`config.mk`:
```
export PLATFORM = sky130hd
export DESIGN_NAME = bpm_adjust
export DESIGN_NICKNAME = d
export VERILOG_FILES = /design/src/rtl/bpm_adjust.sv
export SDC_FILE = /design/constraint.sdc
export NUM_CORES = 1
export LEC_CHECK = 0
export ABC_AREA = 1
export CORE_MARGIN = 10
export CORE_UTILIZATION = 44
export DETAILED_ROUTE_END_ITERATION = 8
export SLEW_MARGIN = 20
export SYNTH_ARGS = -nofsm -noshare
export SYNTH_HDL_FRONTEND = slang
export SYNTH_SLANG_ARGS = --single-unit
```
`constraint.sdc`:
```
create_clock -name clk -period 8.6 [get_ports clk]
set_input_delay 1.72 -clock clk [delete_from_list [all_inputs] [get_ports clk]]
set_output_delay 1.72 -clock clk [all_outputs]
set_load 0.005 [all_outputs]
```
`src/rtl/bpm_adjust.sv`:
```
// Tempo-setting front end: synchronises, debounces and auto-repeats the up/down buttons into a clamped BPM value.
// Optional feature macro BPM_ADJUST_WRAP_EN: steps past a bound wrap to the opposite bound instead of saturating.
`timescale 1ns/1ps

module bpm_adjust #(
    parameter int unsigned DEBOUNCE_CYCLES = 500000,
    parameter int unsigned HOLD_CYCLES     = 25000000,
    parameter int unsigned REPEAT_CYCLES   = 5000000,
    parameter int unsigned MIN_BPM         = 30,
    parameter int unsigned MAX_BPM         = 250,
    parameter int unsigned RESET_BPM       = 120
) (
    input  logic       clk,
    input  logic       rst,
    input  logic       btn_up,
    input  logic       btn_down,
    output logic [8:0] bpm,
    output logic       bpm_changed
);

`ifdef BPM_ADJUST_WRAP_EN
    localparam bit WRAP_EN = 1'b1;
`else
    localparam bit WRAP_EN = 1'b0;
`endif

    localparam int unsigned TMAX = (HOLD_CYCLES > REPEAT_CYCLES) ? HOLD_CYCLES : REPEAT_CYCLES;
    localparam int          DW   = $clog2(DEBOUNCE_CYCLES + 1);
    localparam int          TW   = $clog2(TMAX + 1);

    localparam logic [DW-1:0] DEB_LAST    = DW'(DEBOUNCE_CYCLES - 1);
    localparam logic [TW-1:0] HOLD_LAST   = TW'(HOLD_CYCLES - 1);
    localparam logic [TW-1:0] REPEAT_LAST = TW'(REPEAT_CYCLES - 1);
    localparam logic [8:0]    MIN_V       = 9'(MIN_BPM);
    localparam logic [8:0]    MAX_V       = 9'(MAX_BPM);
    localparam logic [8:0]    RESET_V     = 9'(RESET_BPM);

    typedef enum logic [1:0] {IDLE, HOLD, REPEAT} state_t;

    // Index 0 = up button, index 1 = down button.
    logic [1:0]    sync1_q, sync2_q, deb_q, deb_d;
    logic [DW-1:0] deb_cnt_q [2];
    logic [DW-1:0] deb_cnt_d [2];

    state_t        state_q, state_d;
    logic          dir_q, dir_d;
    logic [TW-1:0] timer_q, timer_d;
    logic [8:0]    bpm_q, bpm_d;
    logic          bpm_changed_q, bpm_changed_d;

    logic          step, step_up, up_only, down_only, held;
    logic [9:0]    bpm_step;

    always_comb begin
        // NOTE: every combinational output gets a default first so no path leaves it unassigned (no latch).
        deb_d     = deb_q;
        deb_cnt_d = deb_cnt_q;
        for (int b = 0; b < 2; b++) begin
            if (sync2_q[b] != deb_q[b]) begin
                if (deb_cnt_q[b] == DEB_LAST) begin
                    deb_d[b]     = sync2_q[b];
                    deb_cnt_d[b] = '0;
                end else begin
                    deb_cnt_d[b] = deb_cnt_q[b] + 1'b1;
                end
            end else begin
                deb_cnt_d[b] = '0;
            end
        end
    end

    assign up_only   = deb_q[0] & ~deb_q[1];
    assign down_only = deb_q[1] & ~deb_q[0];
    assign held      = dir_q ? up_only : down_only;

    always_comb begin
        state_d = state_q;
        dir_d   = dir_q;
        timer_d = timer_q;
        step    = 1'b0;
        step_up = dir_q;
        unique case (state_q)
            IDLE: begin
                if (up_only || down_only) begin
                    step    = 1'b1;
                    step_up = up_only;
                    dir_d   = up_only;
                    timer_d = '0;
                    state_d = HOLD;
                end
            end
            HOLD: begin
                if (!held) begin
                    state_d = IDLE;
                end else if (timer_q == HOLD_LAST) begin
                    step    = 1'b1;
                    timer_d = '0;
                    state_d = REPEAT;
                end else begin
                    timer_d = timer_q + 1'b1;
                end
            end
            REPEAT: begin
                if (!held) begin
                    state_d = IDLE;
                end else if (timer_q == REPEAT_LAST) begin
                    step    = 1'b1;
                    timer_d = '0;
                end else begin
                    timer_d = timer_q + 1'b1;
                end
            end
            default: state_d = IDLE;
        endcase
    end

    // Widened to 10 bits so the out-of-range result is visible before clamping or wrapping.
    assign bpm_step = step_up ? {1'b0, bpm_q} + 10'd1 : {1'b0, bpm_q} - 10'd1;

    always_comb begin
        bpm_d = bpm_q;
        if (step) begin
            if (step_up && (bpm_step > {1'b0, MAX_V})) begin
                bpm_d = WRAP_EN ? MIN_V : MAX_V;
            end else if (!step_up && (bpm_step < {1'b0, MIN_V})) begin
                bpm_d = WRAP_EN ? MAX_V : MIN_V;
            end else begin
                bpm_d = bpm_step[8:0];
            end
        end
        bpm_changed_d = (bpm_d != bpm_q);
    end

    // NOTE: sequential state uses non-blocking assignments so every flop samples pre-edge values.
    always_ff @(posedge clk or posedge rst) begin
        if (rst) begin
            sync1_q       <= '0;
            sync2_q       <= '0;
            deb_q         <= '0;
            deb_cnt_q[0]  <= '0;
            deb_cnt_q[1]  <= '0;
            state_q       <= IDLE;
            dir_q         <= 1'b0;
            timer_q       <= '0;
            bpm_q         <= RESET_V;
            bpm_changed_q <= 1'b0;
        end else begin
            sync1_q       <= {btn_down, btn_up};
            sync2_q       <= sync1_q;
            deb_q         <= deb_d;
            deb_cnt_q     <= deb_cnt_d;
            state_q       <= state_d;
            dir_q         <= dir_d;
            timer_q       <= timer_d;
            bpm_q         <= bpm_d;
            bpm_changed_q <= bpm_changed_d;
        end
    end

    assign bpm         = bpm_q;
    assign bpm_changed = bpm_changed_q;

endmodule

```
; ---- Word level (Yosys, flattened, before mapping)
; Index checks and enable logic that the tools add are counted.
; W data, S select, Z words.
[word_totals]
elab_cells = 74
register_bits = 82
out_inout_bits = 10
inputBits = 4
[classes]
n_addsub = 5
bitwise = 4
eq_ne = 14
n_mux = 28
reduce_logical = 10
magnitude_cmp = 2
[ops]
columns = operator, count
row1 = $mux W25, 5
row2 = $mux W19, 4
row3 = $pmux W25 S3, 1
row4 = $add A19 B1 Y19 const B, 2
row5 = $eq A19 B19 Y1 const B, 2
row6 = $mux W9, 3
row7 = $add A25 B1 Y25 const B, 1
row8 = $eq A25 B23 Y1 const B, 1
row9 = $eq A25 B25 Y1 const B, 1
row10 = $add A9 B1 Y10 const B, 1
row11 = $gt A10 B8 Y1 const B, 1
row12 = $lt A10 B5 Y1 const B, 1
row13 = $mux W10, 1
row14 = $sub A9 B1 Y10 const B, 1
row15 = $ne A9 B9 Y1, 1
row16 = $mux W1, 8
row17 = $mux W2, 4
row18 = $ne A2 B2 Y1 const B, 4
row19 = $pmux W2 S3, 1
row20 = $reduce_and A2 Y1, 2
row21 = $reduce_and A4 Y1, 1
row22 = $ne A3 B3 Y1 const B, 1
row23 = $pmux W1 S3, 1
row24 = $reduce_and A3 Y1, 1
row25 = 10 further kinds, 14

; ---- Logic depth before layout (Yosys ltp)
; Gate-level depths: netlist of run 1.
[depth]
depth_word = 12
mapped_depth = 29
ltp_nobuf = 28

; ---- Worst setup path before layout of run 1
; Ideal clock, no wire load.
[synth_timing]
kind = reg2reg
start = reg deb_q[0]
end = reg bpm_changed_q, in the netlist bpm_changed
setup_ns = 0.121
path_slack_ns = 5.599
period_less_slack_ns = 3.001
arrival_ns = 2.880
path_buffers = 1
required_ns = 8.479
stages_incl_launch_ff = 25
path_cell_list = dfrtp_1 > inv_1 > ha_1 > inv_1 > nand2_2 > nand2_4 > nand2_4 > buf_12 > nand2_2 > nand2_2 > ha_1 > inv_1 > or2_2 > nand2_1 > nand3_1 > nor2_1 > nand4_1 > nand2_1 > nand2_4 > nand2_2 > inv_2 > nand3_1 > nand2_1 > nor3_1 > nand2_1
[synth_between]
elab_chain_len = 12
elab_cells_between_ends = 21
cone_classes = 2 x order compare / 1 x eq/ne / 11 x mux / 3 x bitwise / 4 x reduce/logical
[synth_lines]
columns = element, line
row1 = start: declaration, 41  ; logic [1:0] sync1_q, sync2_q, deb_q, deb_d;
row2 = start signal: assignment, 139  ; deb_q <= '0;
row3 = start signal: assignment, 150  ; deb_q <= deb_d;
row4 = $not A1 Y1, 73  ; assign down_only = deb_q[1] & ~deb_q[0];
row5 = $and A1 B1 Y1, 73
row6 = $logic_or A1 B1 Y1, 84  ; if (up_only || down_only) begin
row7 = $mux W1, 84
row8 = $mux W1, n/a
row9 = $mux W10, 118  ; assign bpm_step = step_up ? {1'b0, bpm_q} + 10'd1 : {1'b0, bpm_q} - 10'd1;
row10 = $lt A10 B5 Y1, 125  ; end else if (!step_up && (bpm_step < {1'b0, MIN_V})) begin
row11 = $logic_and A1 B1 Y1, 125
row12 = $mux W9, 125
row13 = $mux W9, 123  ; if (step_up && (bpm_step > {1'b0, MAX_V})) begin
row14 = $mux W9 (*), 122  ; if (step) begin
row15 = $ne A9 B9 Y1 (*), 131  ; bpm_changed_d = (bpm_d != bpm_q);
row16 = via bpm_changed_d, 49  ; logic bpm_changed_q, bpm_changed_d;
row17 = end signal: assignment, 156  ; bpm_changed_q <= bpm_changed_d;
row18 = end: declaration, 49
; Mark *: on every way through the listed nets, which the timed path passes. The rest lies on a longest branch.
; A chain may end at the register's enable or synchronous reset.

; ---- Final worst setup path of run 1
[layout_timing]
start = reg timer_q[0]
end = reg bpm_changed_q, in the netlist bpm_changed
[layout_between]
elab_chain_len = 6
elab_cells_between_ends = 9
cone_classes = 3 x eq/ne / 6 x mux
[layout_lines]
columns = element, line
row1 = start: declaration, 47  ; logic [TW-1:0] timer_q, timer_d;
row2 = start signal: assignment, 154  ; timer_q <= timer_d;
row3 = $eq A25 B23 Y1 / $eq A25 B25 Y1 (equally long branches), "106, 95"
row4 = $mux W1 (on tied branches), "106, 95"
row5 = $mux W1 (on tied branches), "104, 93"
row6 = $pmux W1 S3 (*), 82  ; unique case (state_q)
row7 = $mux W9 (*), 122
row8 = $ne A9 B9 Y1 (*), 131
row9 = via bpm_changed_d, 49
; Marked as above.

==> flow_summary.ini, run 1 <==
[run_status]
status = finished, final reports clean

[route]
avgRoutedWirePerCell_um = 13.6
via_count = 4622
drt-vias-per-instance = 5.39
routed_wirelength_um = 11700
drcViolationCount = 0
dr.pass1.iters = 5
drtIter0Drc = 441
ant_nets = 0

[timing]
min_period_over_period_pct = 42.3
post-route-min-period_ns = 3.64
tightest_slew_ns = 1.07
skew_ns = 0.00671
slew_viol_final = 0
setup_viol = 0
slew-limit-headroom_pct = 28.8
final-hold-violation-count = 0
setup_tns_ns = 0
rsz0062_at_grt = no
max_freq_mhz = 275

[global_route]
grt_start_max_net_pins = 83
antenna_found_initial = 0
grt_usage_pct = 14.5
grt_pass1_wl_um = 20200
grt_pass1_vias = 4418
grt_overflow = 0

[logic_synthesis]
syn_inst = 694
synthesis.area_sq_um = 5140
syn_area_per_cell_sq_um = 7.41
synth_top_family_by_area = simple AND/OR/NAND/NOR gates
synth_seq_cells = 82
synth_compound_area_share_pct = 8.93
yosysWarnings = 0
ys_types = 40
synth_simple_gate_area_share_pct = 34.6
seq_area_frac_synth_pct = 40.0
synth-edff-count = 0
synth_top_area_cell = dfrtp_1
synthAdderAreaFrac_pct = 3.16
synth_top_flop_cell = dfrtp_1
yosys-mux-area-fraction_pct = 0.438
synth.area.top_cells = dfrtp_1 38%, nand2_1 9.4%, inv_1 7.3%, nor2_1 6.7%, nand3_1 5.4%
yosys.area.top_type_share_pct = 37.9
async_flop_share_pct = 100
syn-num-nets = 711
synth_xor_xnor_area_share_pct = 3.92

[clocking]
cts_buffers = 9
postCtsHoldBufs = 0
clockBufferDepth = 2
cts_resized = 0
clkSlewWorstSetupHoldPaths_ns = 0.06
post_cts_buffers = 0
cts.sinks = 82
htree_levels = 3
cts_root_buf = clkbuf_16
clock_latency_ns = 0.33
cts_tree = done

[die]
initial_core_util_pct = 45.1
die_y_um = 128
die_area_sq_um = 16400
row_count = 39
die_w_um = 128
core_sq_um = 11400
io_pins = 14

[worst_setup_path]
crit_path_end_kind = register
worst-path-buf-inv = 1
crit_fanout = 14
reg2reg_slack_ns = 4.96
r2r-end = bpm_changed
path_delay_family = simple AND/OR/NAND/NOR gates
crit_top_cell = nand2_1
path_class = reg2reg
arrival_ns = 3.85
cp-start-kind = register
path_cells = ha_1 -> nand2_1 -> nor2_1 -> nand3_1 -> nor3_1 -> nand4_1 -> nand2_1 -> nand4_1 -> a21oi_1 -> inv_1 -> nor2_1 -> nand2_2 -> nand2_1 -> nand2_1 -> nand2_1 -> nand3_1 -> nor2_1 -> nand2_1
cp.required_ns = 8.81
rr_startpoint = timer_q[0]
reg2reg_depth = 18
critical_path.max_stage_delay_ns = 0.83
crit_slowest_cell = a21oi_1

[placement]
io_buffers = 13
place_congestion = 0.905
dp_cells = 842
dp_hpwl_um = 8620

[finish]
nets = 727
final_common_cell = nand2_1
final_layout_size_suffix_gt1_share_pct = 9.23
fillers = 1125
syn2layout_area_growth_pct = 11.3
layout_common_cells = 129 x nand2_1, 99 x inv_1, 92 x nor2_1
fin_util_pct = 50.1
instances_no_fill = 858
diodes = 0

[min_path]
whs_path_depth = 0
min_to = sync2_q[1]
min_from = sync1_q[1]
holdCritPathClass = reg2reg

[power_and_ir_drop]
irDropWorstVdd_mv = 0.111
power_per_cell_area_nw_per_um2 = 143
power_leakage_nw = 2.56

[flow_run]
max_cap_violations = 0
[state kept, by name (all words and copies together) (netlist names)]
signal       count
state_q          2
deb_q            2
sync1_q          2
sync2_q          2
deb_cnt_q       38
bpm              9
dir_q            1
timer_q         25
bpm_changed      1
[layout make-up]
class / instances / area, sq um / share of cell area (%)
flip-flops and latches: 82 / 2060 / 35.9
clock buffers: 13 / 280 / 4.90
inverters: 105 / 398 / 6.95
multi-input cells: 498 / 2630 / 45.9
clock inverters: 3 / 43.8 / 0.765
well taps: 143 / 179 / 3.13
repair buffers: 14 / 141 / 2.47
[cells by family (layout without fill, tap and decap cells)]
logic type / count (synthesis) / in the layout
AOI/OAI and AO/OA: 78 / 78
xor gates and xnor gates: 23 / 23
adders and majority gates: 13 / 13
buffers and inverters: 114 / 135
DFF: 82 / 82
muxes: 2 / 2
and+or+nand+nor: 382 / 382
[how the worst max path moves through the flow]
stage,to,cells after the start,from,slack (ns)
CTS,bpm_changed,18,timer_q[0],5.00
detailed placement,bpm_changed,18,timer_q[0],5.00
floorplan,bpm[0],1,rst,4.78
finish,bpm_changed,18,timer_q[0],4.96
global route,bpm_changed,18,timer_q[0],4.48
global placement,bpm_changed,18,timer_q[0],5.18
[power breakdown]
part / leakage [nW] / internal (mW) / switching (mW)
clock network: 0.162 / 0.257 / 0.151
registers: 1.12 / 0.389 / 0.00209
logic: 1.28 / 0.00463 / 0.0137
total: 2.56 / 0.651 / 0.167
[metal layers]
layer	vias up	GRT usage, %	share of wire (%)
met3	13	2.48	4.6
met1	2180	19.3	48
met4	0	3.84	0.81
li1	2307	-	-
met2	122	23.7	47
met5	-	0	0
[per-stage QoR]
stage          hold WS (ns)  total power, mW  area (sq um)  worst slack (ns)
6_report              0.350            0.818          5720              4.96
5_1_grt               0.369            0.849          5720              4.48
3_3_place_gp          0.337            0.416          5400              5.18
2_1_floorplan         0.331            0.410          5140              4.78
4_1_cts               0.349            0.830          5720              5.00
3_5_place_dp          0.335            0.417          5400              5.00
[synth_stat cells, types with 3 or more instances]
master and n:
dfstp_2 4, o22ai_1 8, nor3b_1 3, dfrtp_1 78, xor2_1 20, o21ai_0 19, ha_1 13, nor2_2 5
nand3_1 56, nand2_2 17, a21oi_1 33, nor3_1 33, nand2_4 5, inv_2 4, o21a_1 5, clkbuf_1 5
nand2_1 129, xnor2_1 3, nor4_1 10, a22oi_1 3, inv_1 100, nor2_1 92, or2_2 3, nand4_1 23
(Power assumes the default switching activity.)
==> run 2: changes to the inputs <==
Clock period 8.6 ns to 2.9 ns, I/O delays scaled along.
==> flow_summary.ini, run 2 (synthesis gave the netlist of run 1 again) <==
[timing]
rsz0062_at_grt = yes
hold-worst-slack_ns = 0.362
setup_tns_ns = -0.0303
setup_ws_ns = -0.0303
slew-limit-headroom_pct = 59.2
setup_viol = 1
slew_viol_final = 0
skew_ns = 0.00567
post-route-min-period_ns = 2.93
final-hold-violation-count = 0
min_period_over_period_pct = 101
max_freq_mhz = 341
tightest_slew_ns = 0.611

[clocking]
cts.sinks = 82
htree_levels = 3
cts_buffers = 9
clkSlewWorstSetupHoldPaths_ns = 0.06
clockBufferDepth = 2
cts_root_buf = clkbuf_16
clock_latency_ns = 0.34
postCtsHoldBufs = 0
cts_tree = done

[global_route]
grt_pass1_wl_um = 21200
grt_start_max_net_pins = 35
grt_overflow = 0
grt_usage_pct = 15.4
use_met3_pct = 3.10
met2_usage_pct = 25.4
antenna_found_initial = 0
grt_pass1_vias = 4670
grt_busiest_layer = met2
use_met1_pct = 19.3

[power_and_ir_drop]
power_leakage_nw = 2.73
totalPowerFinal_mw = 2.47
power_per_cell_area_nw_per_um2 = 403
irDropWorstVdd_mv = 0.355

[worst_setup_path]
cp-start-kind = register
worst-path-buf-inv = 3
crit_slowest_cell = dfrtp_1
crit_fanout = 7
arrival_ns = 3.16
path_class = reg2reg
reg2reg_depth = 21
rr_startpoint = deb_q[1]
cp.required_ns = 3.13
path_cells = ha_4 -> inv_4 -> nand2_4 -> nand2_4 -> buf_4 -> nand3_1 -> nand2_2 -> nor2_4 -> nand3_1 -> nand4_1 -> nand2_1 -> nor2_1 -> nand3_1 -> nor2_4 -> inv_2 -> nand2_1 -> nor2_1 -> nor2_1 -> nand3_1 -> nor2_1 -> nand2_1
reg2reg_slack_ns = -0.03
r2r-end = bpm_changed
critical_path.max_stage_delay_ns = 0.41
path_delay_family = simple AND/OR/NAND/NOR gates
crit_path_end_kind = register

[min_path]
whs_path_depth = 0
min_to = sync2_q[1]
min_from = sync1_q[1]
holdCritPathClass = reg2reg

[die]
row_count = 39
initial_core_util_pct = 45.1
io_pins = 14
die_area_sq_um = 16400
core_sq_um = 11400
die_w_um = 128
die_y_um = 128

[finish]
syn2layout_area_growth_pct = 19.2
fillers = 1109
final_common_cell = nand2_1
layout_common_cells = 125 x nand2_1, 97 x inv_1, 88 x nor2_1
instances_no_fill = 889
diodes = 0
nets = 758
top_register = deb_cnt_q
final_layout_size_suffix_gt1_share_pct = 16.0
largest_reg_flops = 38
final_area_sq_um = 6130

[run_status]
status = complete, but fails checks
failed_checks = negative setup slack

[route]
avgRoutedWirePerCell_um = 13.9
drcViolationCount = 0
via_count = 4716
routed_wirelength_um = 12400
drtIter0Drc = 389
ant_nets = 0
drt-vias-per-instance = 5.30
dr.pass1.iters = 7

[placement]
dp_hpwl_um = 9160
dp_cells = 867
place_congestion = 0.922
placed_cell_area_sq_um = 5640
io_buffers = 13

[flow_run]
max_cap_violations = 0
run 2: changes by cell type in the layout (fill, tap and decap cells not counted), sizes merged:
| cell | previous run | this run |
|---|---|---|
| bufinv | 1 | 2 |
| clkbuf | 13 | 11 |
| buf | 1 | 30 |
| clkinvlp | 0 | 2 |
| nand2 | 151 | 152 |
run 2: what timing repair did:
action / in CTS / in global routing
endpoints found under the hold margin: 0 / 0
resized for setup: 3 / 24
gates cloned: 0 / 2
setup endpoints to repair: 1 / 22
setup buffers: 0 / 4
pin swaps: 4 / 11
run 2: worst max-delay path by stage:
stage / from / end / slack, ns / cells after the start
after floorplan: state_q[0] / bpm_changed / 0.01 / 23
after global routing: deb_q[0] / bpm_changed / -0.23 / 25
final: deb_q[1] / bpm_changed / -0.03 / 21
after detailed placement: deb_q[0] / bpm_changed / -0.02 / 23
after CTS: deb_q[1] / bpm_changed / 0.004 / 22
after global placement: deb_q[1] / bpm_changed / 0.05 / 21
run 2: power breakdown:
part / switching (mW) / leakage, nW / internal, mW
logic: 0.0410 / 1.46 / 0.0170
registers: 0.00584 / 1.12 / 1.15
clock network: 0.477 / 0.155 / 0.779
total: 0.524 / 2.73 / 1.95
run 2: final cells by class:
type,count,area (sq um),share of cell area [%]
Sequential cell,82,2060,33.5
Timing Repair Buffer,44,409,6.67
Tap cell,143,179,2.92
Clock inverter,6,88.8,1.45
Inverter,105,400,6.53
Clock buffer,10,239,3.90
Multi-Input combinational cell,499,2760,45.0
run 2: worst reg2reg max path: stages (launching register included):
cell     delay (ns)
dfrtp_1        0.41
ha_4           0.30
inv_4          0.05
nand2_4        0.06
nand2_4        0.07
buf_4          0.17
nand3_1        0.15
nand2_2        0.13
nor2_4         0.16
nand3_1        0.14
nand4_1        0.10
nand2_1        0.12
nor2_1         0.13
nand3_1        0.12
nor2_4         0.16
inv_2          0.07
nand2_1        0.08
nor2_1         0.05
nor2_1         0.13
nand3_1        0.09
nor2_1         0.09
nand2_1        0.05
run 2: routing by layer:
layer,vias up,share of wire (%)
li1,2362,-
met1,2226,47
met2,100,48
met3,28,3.6
met4,0,1.9
met5,-,0
run 2: metrics by stage:
stage	utilization (%)	setup slack, ns
detailed placement	49.4	-0.0170
finish	53.7	-0.0303
CTS	52.3	0.00412
global route	53.7	-0.232
floorplan	-	0.0134
global placement	49.4	0.0509
==> run 3: changes to the inputs <==
Settings changed: ABC_AREA 1 to default, CTS_BUF_LIST from default to sky130_fd_sc_hd__clkbuf_8.
==> flow_summary.ini, run 3 <==
[die]
core_sq_um = 11300
row_count = 39
initial_core_util_pct = 44.7
die_area_sq_um = 16200
io_pins = 14
die_y_um = 127
die_w_um = 127

[logic_synthesis]
synth_top_area_cell = dfrtp_1
synth_top_flop_cell = dfrtp_1
synth.area.top_cells = dfrtp_1 39%, nor2_1 6.2%, xor2_1 5.4%, nand2_1 4.4%, xnor2_1 3.8%
syn_area_per_cell_sq_um = 8.93
synth-edff-count = 0
yosysMostFrequentCell = nor2_1
seq_area_frac_synth_pct = 40.6
yosys.area.top_type_share_pct = 38.6
yosysWarnings = 0
syn-num-nets = 584
synthTopCellsByCount = 83 x nor2_1, 78 x dfrtp_1, 60 x nand2_1
ys_types = 79
syn_inst = 567
synth_seq_cells = 82
async_flop_share_pct = 100
synthesis.area_sq_um = 5060

[finish]
final_layout_size_suffix_gt1_share_pct = 22.5
syn2layout_area_growth_pct = 23.9
instances_no_fill = 783
layout_common_cells = 80 x nor2_1, 77 x dfrtp_1, 63 x buf_4
final_area_sq_um = 6270
final_common_cell = nor2_1
nets = 653
top_register = deb_cnt_q
diodes = 0
fin_util_pct = 55.4
largest_reg_flops = 38

[worst_setup_path]
critical_path.max_stage_delay_ns = 0.54
crit_top_cell = nor4_4
crit_path_end_kind = register
cp-start-kind = register
crit_fanout = 5
crit_slowest_cell = a2111o_1
arrival_ns = 3.52
path_class = reg2reg
path_cells = inv_2 -> ha_4 -> buf_4 -> buf_6 -> and3b_2 -> a2111o_1 -> nor4_4 -> a211oi_4 -> xnor2_4 -> nor4_4 -> a21oi_4 -> o32ai_2 -> a41oi_1
cp.required_ns = 3.14

[placement]
io_buffers = 13
dp_cells = 754
place_congestion = 0.921
dp_hpwl_um = 8580
placed_cell_area_sq_um = 5760

[global_route]
grt_overflow = 0
grt_pass1_wl_um = 20400
grt_start_max_net_pins = 32
grt_usage_pct = 15.0
grt_pass1_vias = 4234
antenna_found_initial = 0

[timing]
rsz0062_at_grt = yes
hold-worst-slack_ns = 0.367
final-hold-violation-count = 0
min_period_over_period_pct = 113
post-route-min-period_ns = 3.28
max_freq_mhz = 305
slew-limit-headroom_pct = 60.9
setup_ws_ns = -0.380
setup_viol = 9
tightest_slew_ns = 0.586
slew_viol_final = 0
skew_ns = 0.00932

[clocking]
cts_buffers = 9
htree_levels = 3
cts_root_buf = clkbuf_8
cts_tree = done
clkSlewWorstSetupHoldPaths_ns = 0.08
cts.sinks = 82
clockBufferDepth = 2
clock_latency_ns = 0.37

[run_status]
failed_checks = negative setup slack
status = complete, but fails checks

[route]
avgRoutedWirePerCell_um = 15.6
ant_nets = 0
drtIter0Drc = 342
dr.pass1.iters = 5
drcViolationCount = 0
via_count = 4368
drt-vias-per-instance = 5.58
routed_wirelength_um = 12200

[power_and_ir_drop]
power_leakage_nw = 2.66
irDropWorstVdd_mv = 0.330
power_per_cell_area_nw_per_um2 = 355

[flow_run]
max_cap_violations = 0

[min_path]
holdCritPathClass = reg2reg
==> run 3: path summary, 6_finish.rpt <==
kind	cells past startpoint	slack, ns	startpoint	to
max	13	-0.38	deb_q[0]	bpm_changed
min	0	0.37	sync1_q[1]	sync2_q[1]
max reg2reg	13	-0.38	deb_q[0]	bpm_changed
min reg2reg	0	0.37	sync1_q[1]	sync2_q[1]
max in group asynchronous	3	1.62	rst	deb_cnt_q[15]
min in group asynchronous	2	0.57	rst	timer_q[3]
==> run 3: worst max-delay path: cells and delay by family (launching register included) <==
kind / cells / cell delay (ns)
xor gates and xnor gates: 1 / 0.19
adders and majority gates: 1 / 0.27
and+or+nand+nor: 3 / 0.85
buffers and inverters: 3 / 0.26
AOI/OAI and AO/OA: 5 / 1.17
DFF: 1 / 0.40
==> run 3: logic make-up (layout without fill, tap and decap cells) <==
kind of cell / after synthesis / in the layout / share of synthesized area [%]
buffers and inverters: 45 / 118 / 4.00
AOI/OAI and AO/OA: 104 / 104 / 15.1
adders and majority gates: 13 / 13 / 3.21
muxes: 8 / 8 / 1.66
DFF: 82 / 82 / 40.6
and+or+nand+nor: 260 / 260 / 25.6
xor gates and xnor gates: 55 / 55 / 9.81
==> run 3: what timing repair did <==
item | in CTS | in global routing
gates resized for setup | 21 | 13
setup endpoints to repair | 9 | 24
hold buffers | 0 | 0
pin swaps | 11 | 5
buffers inserted | 6 | 9
==> run 3: metrics by stage <==
stage	power, mW	setup slack (ns)	setup TNS, ns
detailed placement	1.24	-0.350	-1.94
global placement	1.24	-0.264	-1.45
floorplan	1.22	-0.449	-2.44
CTS	2.26	-0.247	-1.24
finish	2.23	-0.380	-2.72
global route	2.31	-0.496	-3.69
==> run 3: layout make-up <==
cell class | instances | area (sq um)
clock buffer | 10 | 138
tap | 143 | 179
multi-input combinational | 440 | 3040
clock inverter | 5 | 103
timing repair buffer | 81 | 677
fill | 988 | 5050
inverter | 22 | 83.8
sequential | 82 | 2060
==> run 3: routing by layer <==
layer | track usage (%) | up-vias | routed length (um)
met2 | 23.8 | 103 | 5800
met1 | 19.4 | 2113 | 5670
met3 | 3.10 | 18 | 493
met4 | 6.43 | 0 | 221
met5 | 0 | - | 0
li1 | - | 2134 | -
==> run 3: power breakdown <==
part	switching (mW)	internal, mW
logic	0.0375	0.0158
clock network	0.425	0.589
registers	0.00777	1.15
total	0.470	1.76
